$ cat config.mk
export PLATFORM = sky130hd
export DESIGN_NAME = psa_pipe_adder
export DESIGN_NICKNAME = d
export VERILOG_FILES = /design/src/rtl/psa_pkg.sv /design/src/rtl/psa_pipe_adder_lane.sv /design/src/rtl/psa_pipe_adder.sv
export SDC_FILE = /design/constraint.sdc
export NUM_CORES = 1
export LEC_CHECK = 0
export CORE_ASPECT_RATIO = 0.75
export CORE_MARGIN = 3
export CORE_UTILIZATION = 57
export CTS_BUF_LIST = sky130_fd_sc_hd__clkbuf_16
export DETAILED_ROUTE_END_ITERATION = 8
export PLACE_DENSITY = 0.86
export SYNTH_ARGS = -nofsm -noshare
export SYNTH_HDL_FRONTEND = slang
export SYNTH_HIERARCHICAL = 1
export SYNTH_SLANG_ARGS = --single-unit
$ cat constraint.sdc
create_clock -name clk -period 3.6 [get_ports clk]
set_clock_uncertainty 0.15 [all_clocks]
set_input_delay 0.72 -clock clk [delete_from_list [all_inputs] [get_ports clk]]
set_output_delay 0.72 -clock clk [all_outputs]
set_load 0.01 [all_outputs]
$ cat src/rtl/psa_pkg.sv
// Shared constants, types and helpers for the pipelined sub-word adder.
package psa_pkg;

  localparam int LANE_W_DEF = 4;
  localparam int LANES_DEF  = 4;

  typedef enum logic {
    OP_ADD = 1'b0,
    OP_SUB = 1'b1
  } op_t;

  // Total operand width for a given lane geometry.
  function automatic int data_w(input int lane_w, input int lanes);
    return lane_w * lanes;
  endfunction

  // Most positive signed lane value, 0111..1 (truncate to the lane width at use).
  function automatic logic [31:0] sat_pos(input int lane_w);
    return (32'd1 << (lane_w - 1)) - 32'd1;
  endfunction

  // Most negative signed lane value, 1000..0 (truncate to the lane width at use).
  function automatic logic [31:0] sat_neg(input int lane_w);
    return 32'd1 << (lane_w - 1);
  endfunction

endpackage

$ cat src/rtl/psa_pipe_adder_lane.sv
// One combinational lane: LANE_W-bit signed add/sub with overflow detect.
// o_sat_val is the value the lane clamps to if it overflows; its sign follows A,
// because a signed overflow can only push the result away from A's sign.
module psa_lane
  import psa_pkg::*;
#(
  parameter int LANE_W = LANE_W_DEF
) (
  input  logic [LANE_W-1:0] i_a,
  input  logic [LANE_W-1:0] i_b,
  input  logic              i_sub,
  output logic [LANE_W-1:0] o_raw,
  output logic              o_ov,
  output logic [LANE_W-1:0] o_sat_val
);

  localparam logic [LANE_W-1:0] SAT_POS = LANE_W'(sat_pos(LANE_W));
  localparam logic [LANE_W-1:0] SAT_NEG = LANE_W'(sat_neg(LANE_W));

  op_t               w_op;
  logic [LANE_W-1:0] w_b_eff;
  logic [LANE_W-1:0] w_cin;

  assign w_op    = i_sub ? OP_SUB : OP_ADD;
  assign w_b_eff = (w_op == OP_SUB) ? ~i_b : i_b;
  assign w_cin   = {{(LANE_W-1){1'b0}}, i_sub};

  // Carry out of the lane is dropped by the LANE_W-bit result width.
  assign o_raw = i_a + w_b_eff + w_cin;

  assign o_ov = ( o_raw[LANE_W-1] & ~i_a[LANE_W-1] & ~w_b_eff[LANE_W-1]) |
                (~o_raw[LANE_W-1] &  i_a[LANE_W-1] &  w_b_eff[LANE_W-1]);

  assign o_sat_val = i_a[LANE_W-1] ? SAT_NEG : SAT_POS;

endmodule

$ cat src/rtl/psa_pipe_adder.sv
// Two-stage pipelined parallel sub-word adder/subtractor with valid/ready on
// both sides. Optional saturation statistics counter: define PSA_SAT_STATS_EN
// to add the clr_stats input and the 16-bit sat_cnt output.
module psa_pipe_adder
  import psa_pkg::*;
#(
  parameter int LANE_W = LANE_W_DEF,
  parameter int LANES  = LANES_DEF
) (
  input  logic                    clk,
  input  logic                    rst,
  input  logic                    in_valid,
  output logic                    in_ready,
  input  logic [LANE_W*LANES-1:0] a,
  input  logic [LANE_W*LANES-1:0] b,
  input  logic                    sub,
  input  logic                    sat,
  output logic                    out_valid,
  input  logic                    out_ready,
  output logic [LANE_W*LANES-1:0] sum,
  output logic [LANES-1:0]        ovfl
`ifdef PSA_SAT_STATS_EN
  ,
  input  logic                    clr_stats,
  output logic [15:0]             sat_cnt
`endif
);

  localparam int DATA_W = data_w(LANE_W, LANES);

  logic [DATA_W-1:0] w_raw;
  logic [DATA_W-1:0] w_sat_val;
  logic [LANES-1:0]  w_ov;
  logic [DATA_W-1:0] w_s2_res;
  logic              w_s1_load;
  logic              w_s2_load;

  logic              r_s1_valid;
  logic [DATA_W-1:0] r_s1_raw;
  logic [DATA_W-1:0] r_s1_sat_val;
  logic [LANES-1:0]  r_s1_ov;
  logic              r_s1_sat;

  logic              r_s2_valid;
  logic [DATA_W-1:0] r_sum;
  logic [LANES-1:0]  r_ovfl;

  for (genvar g = 0; g < LANES; g++) begin : g_lane
    psa_lane #(.LANE_W(LANE_W)) u_lane (
      .i_a       (a[g*LANE_W +: LANE_W]),
      .i_b       (b[g*LANE_W +: LANE_W]),
      .i_sub     (sub),
      .o_raw     (w_raw[g*LANE_W +: LANE_W]),
      .o_ov      (w_ov[g]),
      .o_sat_val (w_sat_val[g*LANE_W +: LANE_W])
    );

    assign w_s2_res[g*LANE_W +: LANE_W] = (r_s1_sat & r_s1_ov[g]) ?
                                          r_s1_sat_val[g*LANE_W +: LANE_W] :
                                          r_s1_raw[g*LANE_W +: LANE_W];
  end

  assign w_s2_load = r_s1_valid & (~r_s2_valid | out_ready);
  assign in_ready  = ~r_s1_valid | w_s2_load;
  assign w_s1_load = in_valid & in_ready;

  // Stage 1: capture per-lane raw result, overflow and clamp value on accept.
  always_ff @(posedge clk or posedge rst) begin
    if (rst) begin
      r_s1_valid   <= 1'b0;
      r_s1_raw     <= '0;
      r_s1_sat_val <= '0;
      r_s1_ov      <= '0;
      r_s1_sat     <= 1'b0;
    end else if (w_s1_load) begin
      r_s1_valid   <= 1'b1;
      r_s1_raw     <= w_raw;
      r_s1_sat_val <= w_sat_val;
      r_s1_ov      <= w_ov;
      r_s1_sat     <= sat;
    end else if (w_s2_load) begin
      r_s1_valid   <= 1'b0;
    end
  end

  // Stage 2: apply saturation and hold the result until the consumer takes it.
  always_ff @(posedge clk or posedge rst) begin
    if (rst) begin
      r_s2_valid <= 1'b0;
      r_sum      <= '0;
      r_ovfl     <= '0;
    end else if (w_s2_load) begin
      r_s2_valid <= 1'b1;
      r_sum      <= w_s2_res;
      r_ovfl     <= r_s1_ov;
    end else if (out_ready) begin
      r_s2_valid <= 1'b0;
    end
  end

  assign out_valid = r_s2_valid;
  assign sum       = r_sum;
  assign ovfl      = r_ovfl;

`ifdef PSA_SAT_STATS_EN
  logic        r_s2_sat;
  logic [15:0] r_sat_cnt;
  logic [16:0] w_hits;
  logic [16:0] w_cnt_sum;

  // Track the sat mode of the beat sitting in stage 2.
  always_ff @(posedge clk or posedge rst) begin
    if (rst) begin
      r_s2_sat <= 1'b0;
    end else if (w_s2_load) begin
      r_s2_sat <= r_s1_sat;
    end
  end

  // Number of lanes of the current output beat that were clamped.
  always_comb begin
    w_hits = '0;
    for (int i = 0; i < LANES; i++) begin
      w_hits = w_hits + 17'(r_ovfl[i] & r_s2_sat);
    end
  end

  assign w_cnt_sum = {1'b0, r_sat_cnt} + w_hits;

  // Saturating clamp counter; clear wins over a same-cycle increment.
  always_ff @(posedge clk or posedge rst) begin
    if (rst) begin
      r_sat_cnt <= '0;
    end else if (clr_stats) begin
      r_sat_cnt <= '0;
    end else if (r_s2_valid & out_ready) begin
      r_sat_cnt <= w_cnt_sum[16] ? 16'hFFFF : w_cnt_sum[15:0];
    end
  end

  assign sat_cnt = r_sat_cnt;
`endif

endmodule

==> impl.org, run 1 <==
** Run status
- The flow ran to the end, and the final reports show no timing, DRC or antenna violations.

** Timing
- Tightest hold margin :: 352.2 ps
- Slew at the pin closest to its max-slew limit :: 746.6 ps
- Max transition margin :: roughly half
- Number of slew-limit violations in the final report :: 0
- Upper clock frequency limit :: 362.1 MHz
- Post-route minimum period :: 2762 ps
- Final cycle utilization of the critical path :: 76.71%
- Setup total negative slack on the finished layout was measured at 0 ps.
- Setup repair after global routing left no endpoint under its margin.
- Setup-failing EPs final :: 0
- Hold Fails Final Rpt :: 0

** Route
- The detailed router placed around 2.1k vias in this run.
- In the routed design, unresolved DRC markers number 0.
- Detail-routed net length per standard cell :: 17.37 um
- The routed design has 6567 um of wire.
- Detail Route Antenna Nets :: 0
- Detail-routed via count per cell :: 5.468
- DR pass1 iterations :: 5
- After the first detailed-routing iteration, the DRC count stood at 106.

** Clocking
- CTS Buf Count :: 9
- In this run, post-CTS hold repair placed 0 buffers.
- In this run the deepest clock path goes through 2 buffers.
- TritonCTS clock tree :: yes
- # H-tree levels :: 3
- Resized cells post-CTS :: 0
- CTS sink cnt :: 59
- In this run the clock root is driven by a clkbuf_16.
- Clock-pin slew was measured on the worst setup and hold paths at approximately 50 ps.
- The clock reaches the later pin of the worst-skew pair after 320 ps.
- Total setup buffers inserted after CTS :: 0

** Placed design
- Routability-driven placement finished with a final weighted congestion of 0.7420.
- Port buffering added 59 buffers.
- The placed instances occupy a cell area of 3704 um2.
- DP Wirelength :: 4142 um

** Final layout
- In the final layout, the multi-input gates occupy 1498 um2.
- Fraction of final layout cells with drive strength greater than 1 :: 22.55%
- The sequential cells in the finished layout cover a total of 1476 um2.
- Relative to the synthesized area, the layout overhead comes to 28.24%.
- Finished Core Util :: 79.01%
- At the end of the flow, the number of nets in the layout was 351.
- The layout has 341 filler cells.
- After routing the design area is 4045 um2.
- Ant. Diodes :: 0

** Logic synthesis
- Predominant post-synthesis flop cell :: dfrtp_1
- Area contributors post-synth :: dfrtp_1, mux2_2, mux2i_1, xor2_1, a21oi_1
- For this run, asynchronously set or reset flops after synthesis account for 100.0%.
- Top post-synthesis cells by count :: dfrtp_1, mux2_2, a21oi_1, mux2i_1, xor2_1
- A synthesized cell averages 12.72 um2.
- Synth warn :: 6
- Post-synthesis sequential element count :: 59
- Synthesis handed over a netlist of approximately 250 instances.
- Most repeated cell in the gate-level netlist after synthesis :: dfrtp_1
- Summed instance area of the synthesized netlist :: 3154 um2
- Synth top area share :: 46.81%
- Number of flops mapped to enable cells by yosys :: 0
- After synthesis, the netlist uses 20 different library cells.
- Synthesized net count :: around 300
- Cell type with the largest total area after synthesis :: dfrtp_1
- Summing the sequential cell areas from Yosys gives 46.81% of the chip area.

** GRT
- Global Route Usage Sum :: 21.42%
- First-pass GRT wire length :: 10720 um
- Pin count of the biggest net entering global routing :: 60
- GR Overflow Total :: 0
- Number of global-route vias before repair :: approximately 2.2k
- Initial antenna violation count :: 0

** Worst setup path
- Internal reg-to-reg setup slack :: 1800 ps
- Class of the most critical setup path :: in -> out
- In this run the worst path has a maximum fanout of 3.
- Worst EP arrival :: 1890 ps
- The signal on the critical path passes through clkdlybuf4s50_1, nand3b_4, clkdlybuf4s50_1.
- Kind of end point of the critical path :: output pin
- By instance count, the cell type seen most on the critical path is clkdlybuf4s50_1.
- Among cell families on the critical path, the largest total delay comes from buffers and inverters.
- Data required time at the worst endpoint :: between 2000 and 3000 ps
- CP max stage delay :: 540 ps
- Worst path bufs/invs :: 2
- The worst setup path is launched from an input pin.
- CP max-delay cell :: clkdlybuf4s50_1

** Floorplan
- The floorplan step set the die width to approximately 92 um.
- Die area :: 6472 um2
- Number of top-level pins :: 60
- The core region is 5120 um2.
- Row count :: 22
- The initial utilization of the core area, before any placement, comes to 61.61%.
- Die height :: 70.43 um

** Power
- Worst voltage drop across the vdd grid :: 0.4099 mV
- Power Density :: approximately 640 nW/um2
- Tot Pwr :: 2.595 mW
- Leakage :: 1.847 nW

** Run
- Max-cap violations in this run came to 0.

** Hold path
- Type of the tightest min-delay check :: reg -> reg
[flip-flops by register name, summed over array words and instances, names as in the netlist]
signal        flops
r_s1_valid        1
r_s1_sat_val     16
r_s1_ov           4
r_s1_sat          1
out_valid         1
sum              16
ovfl              4
r_s1_raw         16
[placed cells by master (no fill, tap or decap), types with 4 or more instances in the layout]
cell type | Yosys | routed
a21o_1 | 4 | 4
a21oi_1 | 32 | 32
a31o_1 | 4 | 4
buf_4 | 16 | 4
clkbuf_16 | 0 | 9
clkdlybuf4s50_1 | 0 | 59
dfrtp_1 | 59 | 59
fa_1 | 4 | 4
ha_1 | 8 | 8
inv_1 | 5 | 4
mux2_2 | 38 | 38
mux2_4 | 7 | 7
mux2i_1 | 20 | 20
nand2_1 | 8 | 8
nand2b_1 | 7 | 7
xnor2_1 | 8 | 8
xor2_1 | 20 | 20
[area by class of cell]
class                      count  area share (%)
tap                           72           2.227
multi-input combinational    163           37.02
clock buffer                   9           5.568
timing repair buffer          63           15.34
sequential                    59           36.50
inverter                       5          0.4640
clock inverter                 7           2.877
[metal layers]
layer  wire (um)  vias to the layer above  part of all wire [%]  global-route usage, %
met2        3241                       66                    49                  36.08
met3         429                        2                   6.5                  7.427
met4          11                        0                  0.17                  2.965
met1        2885                     1046                    44                  27.47
li1            -                      953                     -                      -
met5           0                        -                     0                      0
[where the power goes]
part | switching [mW] | internal (mW) | total, mW | leakage (nW)
logic | 0.279 | 0.387 | 0.666 | 0.995
registers | 0.113 | 0.837 | 0.950 | 0.687
clock network | 0.305 | 0.674 | 0.978 | 0.165
[cell families (layout without fill, tap and decap cells)]
kind of cell	count (synthesis)	count (layout)	share of synthesized area, %
adders and majority gates	12	12	5.712
buffers and inverters	26	84	5.712
muxes	65	65	23.24
and+or+nand+nor	18	18	3.610
DFF	59	59	46.81
AOI/OAI and AO/OA	40	40	7.140
xor gates and xnor gates	28	28	7.775
[metrics by stage]
step / std cells / worst slack, ps
after floorplan: 248 / 1274
after global placement: 362 / 671.9
after detailed placement: 362 / 606.1
after CTS: 378 / 829.9
after global routing: 378 / 806.5
final: 378 / 838.3
[worst paths after layout]
path / depth (start not counted) / startpoint / endpoint
hold reg to reg: 1 / r_s1_sat_val[8] / r_s1_sat_val[8]
setup / recovery: 3 / out_ready / in_ready
setup reg to reg: 4 / r_s1_valid / r_s1_raw[0]
hold / removal: 1 / r_s1_sat_val[8] / r_s1_sat_val[8]
max in group asynchronous: 3 / rst / r_s1_raw[1]
min in group asynchronous: 3 / rst / r_s1_raw[3]
Note: power is estimated with default switching activity, not from simulation.
==> run 2, diff against run 1 <==
Settings changed: CORE_UTILIZATION 57 to 47, PLACE_DENSITY 0.86 to 0.76.
Clock period 3.6 ns to 2.3 ns, I/O delays scaled along.
==> run 2 against run 1 <==
  * Combinational power is 65% higher
  * Critical path depth is the same
  * Non-clock buffer count up 22
  * Highest routed layer unchanged
  * Critical path type unchanged
  * Setup slack got worse by 790 ps
  * Register-to-register slack got worse by 1000 ps
  * Clock power rose by 17%
  * Largest cell class unchanged
==> impl.org, run 2 (synthesis results as in run 1) <==
** Run status
- Run status :: complete, no violations

** Final layout
- The total inserted antenna cells is 0 (unchanged).
- The proportion of layout cells with a drive suffix above 1 came to 26.61% (+4.1 points).
- # nets final :: 373 (+6.3%)
- The number of filler instances in the final layout was 500 (+47%).
- The sequential cell area is 1476 um2 (unchanged).
- The final non-filler cell total is 408 (+7.9%).
- Highest-count cells in the layout ignoring fill and taps :: dfrtp_1, clkdlybuf4s50_1, mux2_2
- Layout Cell Area excl Fill :: 4202 um2 (+3.9%)
- The area taken by multi-input logic gates came to 1498 um2 (unchanged).
- Leaving out fill and tap cells, the most frequent cell in the layout is dfrtp_1.
- The final core area utilization was 65.52% (-13 points).
- From synthesis to final layout, the design area changed by 33.20%.

** Power
- Combinational share of power :: 29.5% (+3.8 points)
- The part of the power in registers came to 39.9% (+3.3 points).
- The switching portion of total power was 28.16% (+1.3 points).
- The leakage component of the power was 1.958 nW (+6.0%).
- Pint :: 2.669 mW (+41%)
- The net switching component of the power was 1.046 mW (+50%).
- The total power per unit cell area was 884.2 nW/um2 (+38%).
- The part of the total power dissipated in the clock network was 30.6% (-7.1 points).
- Worst voltage drop across the vdd grid :: 0.4772 mV (+16%)

** Clocking
- CTS sink cnt :: 59 (unchanged)
- Post-CTS clock slew at the launch and capture registers of the worst setup and hold paths :: 50 ps (about the same)
- The number of buffers inserted for hold repair after clock tree synthesis came to 0 (unchanged).
- CTS Buf Count :: 9 (unchanged)
- The clock insertion delay at the later pin of the skew report came to 330 ps (about the same).
- The maximum level of the CTS H-tree was 3 (unchanged).
- Max Buffers Root-to-Sink :: 2 (unchanged)
- Buffer cell driving the clock tree root :: clkbuf_16
- TritonCTS built the clock tree.

** Worst setup path
- The largest driver fanout on the critical path was 3 (unchanged).
- Data required time at the worst endpoint :: 1690 ps (-1040 ps)
- STA classifies the critical path startpoint as an input pin.
- Class of the most critical setup path :: in -> out
- STA classifies the critical path endpoint as an output pin.
- The data arrival time at the worst-slack endpoint came to 1640 ps (-250 ps).

** Route
- Total number of vias :: 2147 (+3.9%)
- The final antenna-violating net count came to 0 (unchanged).
- The DRC violations left is 0 (unchanged).
- Detail-routed via count per cell :: 5.262 (-3.8%)
- The total routed wirelength was 6917 um (+5.3%).
- Detail-routed net length per standard cell :: 16.95 um (-2.4%)
- The number of violations reported at the end of detailed-routing iteration 0 was 58 (-45%).
- DR pass1 iterations :: 4 (-1)

** Floorplan
- The vertical die dimension is 76.95 um (+9.3%).
- Number of top-level pins :: 60 (unchanged)
- The number of placement rows was 25 (+14%).
- The die width was 100.6 um (+9.5%).
- The area of the core is 6412 um2 (+25%).
- The initial cell density of the core is 49.19% (-12 points).
- Die area :: 7740 um2 (+20%)

** Placed design
- The instance count after placement with tap cells included came to 390 (+7.7%).
- DP Wirelength :: 4794 um (+16%)
- The instance area at placement was 3908 um2 (+5.5%).
- Last weighted congestion value of the routability-driven placer :: 0.7363 (-0.77%)
- Port buffer count :: 59 (unchanged)

** Timing
- The max-slew violation total from the final report was 0 (unchanged).
- Slew at the pin closest to its max-slew limit :: 500.0 ps (-246.6 ps)
- Max transition margin :: 66.62% (+16 points)
- Setup repair after global routing left no endpoint under its margin.
- Hold Fails Final Rpt :: 0 (unchanged)
- Post-route minimum period :: 2254 ps
- Dividing the final minimum period by the clock period gives 97.99%.
- Upper clock frequency limit :: 443.7 MHz
- The setup-violating endpoint count in the final report came to 0 (unchanged).

** GRT
- Global Route Usage Sum :: 18.96% (-2.5 points)
- Pin count of the biggest net entering global routing :: 22 (-63%)
- The wire length of the first global-routing pass was 11070 um (+3.3%).
- The aggregate global routing overflow came to 0 (unchanged).
- Initial antenna violation count :: 0 (unchanged)
- The via count of the first global-routing pass is 2214 (+1.7%).

** Hold path
- The path class of the tightest hold or removal check is in -> async.

** Run
- The number of violations of the max-capacitance limit was 0 (unchanged).
run 2: cell count changes in the layout (fill, tap and decap cells not counted), sizes merged:
cell / delta
clkinvlp: -1
bufinv: -3
dlymetal6s2s: +1
clkinv: +1
buf: +21
clkbuf: +1
clkdlybuf4s50: -1
inv: +2
run 2: final timing paths:
| check | startpoint | endpoint | slack (ps) | cells past startpoint |
|---|---|---|---|---|
| max in group asynchronous | rst | r_s1_raw[7] | 1080 | 3 |
| setup / recovery | out_ready | in_ready | 50 | 3 |
| hold reg to reg | r_s1_sat_val[5] | r_s1_sat_val[5] | 350 | 1 |
| min in group clk | r_s1_sat_val[5] | r_s1_sat_val[5] | 350 | 1 |
| setup reg to reg | r_s1_valid | ovfl[2] | 760 | 3 |
| hold / removal | rst | sum[0] | 340 | 2 |
run 2: metrics by stage:
stage	hold slack [ps]	power, mW	TNS (ps)	setup WS (ps)
after floorplan	328.6	2.073	0	233.7
final	341.2	3.715	0	46.24
after global placement	336.5	2.549	-3484	-265.9
after CTS	350.0	3.740	0	7.717
after detailed placement	342.7	2.587	-3864	-317.8
after global routing	369.5	3.914	0	13.44
run 2: per-layer routing:
metal,track usage [%],routed length (um)
met5,0,0
met1,26.68,3133
met4,8.075,164
met2,27.33,3114
met3,5.182,504
run 2: final cells by class:
cell class,count,area share [%]
clock buffer,9,5.360
timing repair buffer,85,20.37
multi-input combinational,163,35.65
tap,81,2.412
inverter,5,0.4467
sequential,59,35.14
clock inverter,6,0.6254
run 2: critical path: stages:
cell	delay, ps
clkdlybuf4s50_1	490
nand3b_4	160
clkdlybuf4s50_1	540
run 2: power groups by stage:
stage                     logic, mW  registers [mW]  clock network, mW
after floorplan               0.576            1.50                  0
after global placement         1.06            1.49                  0
after detailed placement       1.09            1.49                  0
after CTS                      1.10            1.48               1.16
after global routing           1.20            1.51               1.20
final                          1.10            1.48               1.14
run 2: what timing repair did:
| action | in CTS | in global routing |
|---|---|---|
| setup buffers | 0 | 2 |
| resized for setup | 0 | 1 |
| hold endpoints to repair | 0 | 0 |
| setup endpoints to repair | 0 | 7 |
==> run 3, diff against run 2 <==
Settings changed: PLACE_DENSITY 0.76 to 0.81.
==> run 3 against run 2 <==
  * Fmax is essentially flat
  * Sequential power is essentially flat
  * Cell count shrank 0.25%
  * Combinational power is essentially flat
  * Critical path depth is the same
  * Largest power group unchanged
  * Highest routed layer unchanged
==> impl.org, run 3 (synthesis results as in run 1) <==
** Run status
- Run status :: complete, no violations

** Power
- The total power per unit cell area was 916.4 nW/um2 (+3.6%).
- Worst voltage drop across the vdd grid :: 0.4423 mV (-7.3%)
- The cell internal power dissipation is 2.796 mW (+4.8%).
- Clock power frac :: 33.7% (+3.1 points)
- The net switching component of the power was 1.086 mW (+3.8%).
- Sequential fraction of design power :: 38.2% (-1.7 points)
- The overall power after layout is 3.882 mW (+4.5%).
- Leakage :: 1.956 nW (-0.10%)
- The power share of the combinational group came to 28.1% (-1.4 points).
- The switching portion of total power is 27.98% (-0.19 points).

** Worst setup path
- The most numerous cell type found on the critical path is clkdlybuf4s50_1.
- Worst EP arrival :: 1650 ps (about the same)
- The largest stage delay on the critical path is 540 ps (about the same).
- The critical path goes through clkdlybuf4s50_1, nand3b_4, clkdlybuf4s50_1.
- Tracing the worst setup path back leads to its startpoint at out_ready.
- Kind of end point of the critical path :: output pin
- Crit Path Max Fanout :: 3 (unchanged)
- In this run the critical register-to-register path is captured at ovfl[2].
- Internal reg-to-reg setup slack :: 740 ps (-20 ps)
- Class of the most critical setup path :: in -> out
- Following the worst setup path forward leads to its endpoint at in_ready.
- In this run the critical register-to-register path is launched from r_s1_valid.
- The number of cells traversed by the worst register-to-register path came to 3 (unchanged).
- CP startpoint kind :: input pin
- CP max-delay cell :: clkdlybuf4s50_1
- Data required time at the worst endpoint :: 1690 ps (about the same)

** GRT
- GR met2 Demand/Resource :: 26.87% (-0.46 points)
- GR Overflow Total :: 0 (unchanged)
- Met1 Track Usage GR :: 25.16% (-1.5 points)
- Routing layer with the top usage in global route :: met2
- First-pass GRT wire length :: 11000 um (-0.62%)
- The pin count of the biggest net entering global routing came to 60 (+170%).
- The total track usage is 18.38% (-0.58 points).
- Initial antenna violation count :: 0 (unchanged)
- The met3 track demand over resource in global routing is 5.909% (+0.73 points).
- The via count of the first global-routing pass came to 2174 (-1.8%).

** Clocking
- The count of clock tree sinks is 59 (unchanged).
- # H-tree levels :: 3 (unchanged)
- The maximum count of clock buffers along a single path was 2 (unchanged).
- Clock latency of the later-clocked register in the worst-skew pair :: 330 ps (about the same)
- The clock transition at the register clock pins on the worst setup and hold paths after CTS is 50 ps (about the same).
- TritonCTS clock tree :: yes
- Buffer cell driving the clock tree root :: clkbuf_16
- CTS Buf Count :: 9 (unchanged)
- CTS hold repair buffers :: 0 (unchanged)

** Final layout
- Finished Core Util :: 66.07% (+0.55 points)
- The proportion of layout cells with a drive suffix above 1 came to 27.61% (+1.0 points).
- The layout net count came to 371 (-0.54%).
- Final-layout fill cell count :: 499 (-0.20%)
- Layout Cell Area excl Fill :: 4237 um2 (+0.83%)
- Compared with the post-synthesis result, the final layout area differs by 34.31%.
- Post-layout instance count excluding filler cells :: 407 (-0.25%)
- Leaving out fill and tap cells, the most frequent cell in the layout is dfrtp_1.
- The total inserted antenna cells was 0 (unchanged).
- Highest-count cells in the layout ignoring fill and taps :: dfrtp_1, clkdlybuf4s50_1, mux2_2

** Timing
- The final critical-path share of the clock period was 98.07% (about the same).
- Max transition margin :: 79.28% (+13 points)
- Number of slew-limit violations in the final report :: 0 (unchanged)
- The number of hold violations in the final report is 0 (unchanged).
- The top achievable clock speed was 443.3 MHz (about the same).
- Post-route minimum period :: 2256 ps (+1.860 ps)
- Setup repair after global routing left no endpoint under its margin.
- Post-route worst setup slack :: 44.38 ps (-1.860 ps)
- The measured slew at the worst slew-check pin came to 310.8 ps (-189.2 ps).
- The setup-violating endpoint count in the final report came to 0 (unchanged).

** Floorplan
- The top-level I/O count is 60 (unchanged).
- The overall die area is 7740 um2 (unchanged).
- Placeable core region :: 6412 um2 (unchanged)
- Die height :: 76.95 um (unchanged)
- The number of placement rows was 25 (unchanged).
- Die X-Extent :: 100.6 um (unchanged)
- The initial cell density of the core was 49.19% (unchanged).

** Placed design
- Port buffer count :: 59 (unchanged)
- Total placed instance area :: 3892 um2 (-0.38%)
- The instance count after placement with tap cells included is 388 (-0.51%).
- The pre-CTS setup slack was -367.5 ps (-49.71 ps).
- The routability congestion estimate is 0.7368 (about the same).
- The half-perimeter wire length of the detailed placement result was 4573 um (-4.6%).

** Run
- The number of violations of the max-capacitance limit was 0 (unchanged).

** Route
- The final antenna-violating net count is 0 (unchanged).
- The via count was 2148 (+0.047%).
- The DRC violations left is 0 (unchanged).
- Detailed Route WL :: 6768 um (-2.2%)
- The via-per-instance ratio is 5.278 (+0.29%).
- Violation count after the first detailed-route iteration :: 102 (+76%)
- DR pass1 iterations :: 4 (unchanged)
- The detail-routed net length per standard cell is 16.63 um (-1.9%).

** Hold path
- Type of the tightest min-delay check :: reg -> reg
- Number of cells traversed by the worst hold path :: 1
## run 3: cell types whose count changed in the layout (fill, tap and decap cells not counted), sizes merged
cell,previous run,this run
buf,25,23
clkinvlp,0,2
inv,7,5
bufinv,0,1
## run 3: final cells by class
type	instances	area, um2	area share, %
clock buffers	9	225.2	5.316
clock inverters	7	68.82	1.624
inverters	5	18.77	0.4430
multi-input cells	163	1505	35.53
flip-flops and latches	59	1476	34.85
well taps	81	101.3	2.392
repair buffers	83	840.8	19.85
## run 3: worst max-delay path, delay by kind of cell
| kind | cells | cell delay (ps) |
|---|---|---|
| buffers and inverters | 2 | 1020 |
| and+or+nand+nor | 1 | 160 |
## run 3: metal layers
| layer | part of all wire, % | vias to the layer above |
|---|---|---|
| met5 | 0 | - |
| met1 | 46 | 1059 |
| met3 | 6.7 | 12 |
| met4 | 2.1 | 0 |
| met2 | 45 | 75 |
| li1 | - | 1002 |
## run 3: per-stage QoR
stage / hold WS [ps] / TNS, ps
2_1_floorplan: 328.6 / 0
3_3_place_gp: 336.8 / -3446
3_5_place_dp: 343.9 / -4013
4_1_cts: 355.4 / 0
5_1_grt: 365.0 / 0
6_report: 351.6 / 0
## run 3: power groups by stage
stage          clock (mW)  sequential [mW]  combinational, mW
3_3_place_gp            0             1.48               1.05
3_5_place_dp            0             1.49               1.08
4_1_cts              1.32             1.48               1.10
5_1_grt              1.38             1.52               1.20
6_report             1.31             1.48               1.09
2_1_floorplan           0             1.50              0.576
## run 3: repair_timing
item                                    4_1_cts  5_1_grt
setup buffers                                 0        2
hold endpoints to repair                      0        0
pin swaps                                     0        0
resized for setup                             1        1
endpoints found under the setup margin        2        8
cloned                                        0        1
## run 3: worst min-delay path by stage
stage                    start  slack, ps              end
2_1_floorplan  r_s1_sat_val[0]        330  r_s1_sat_val[0]
6_report       r_s1_sat_val[1]        350  r_s1_sat_val[1]
3_3_place_gp   r_s1_sat_val[6]        340  r_s1_sat_val[6]
4_1_cts        r_s1_sat_val[2]        360  r_s1_sat_val[2]
5_1_grt            r_s1_raw[4]        370      r_s1_raw[4]
3_5_place_dp   r_s1_sat_val[2]        340  r_s1_sat_val[2]
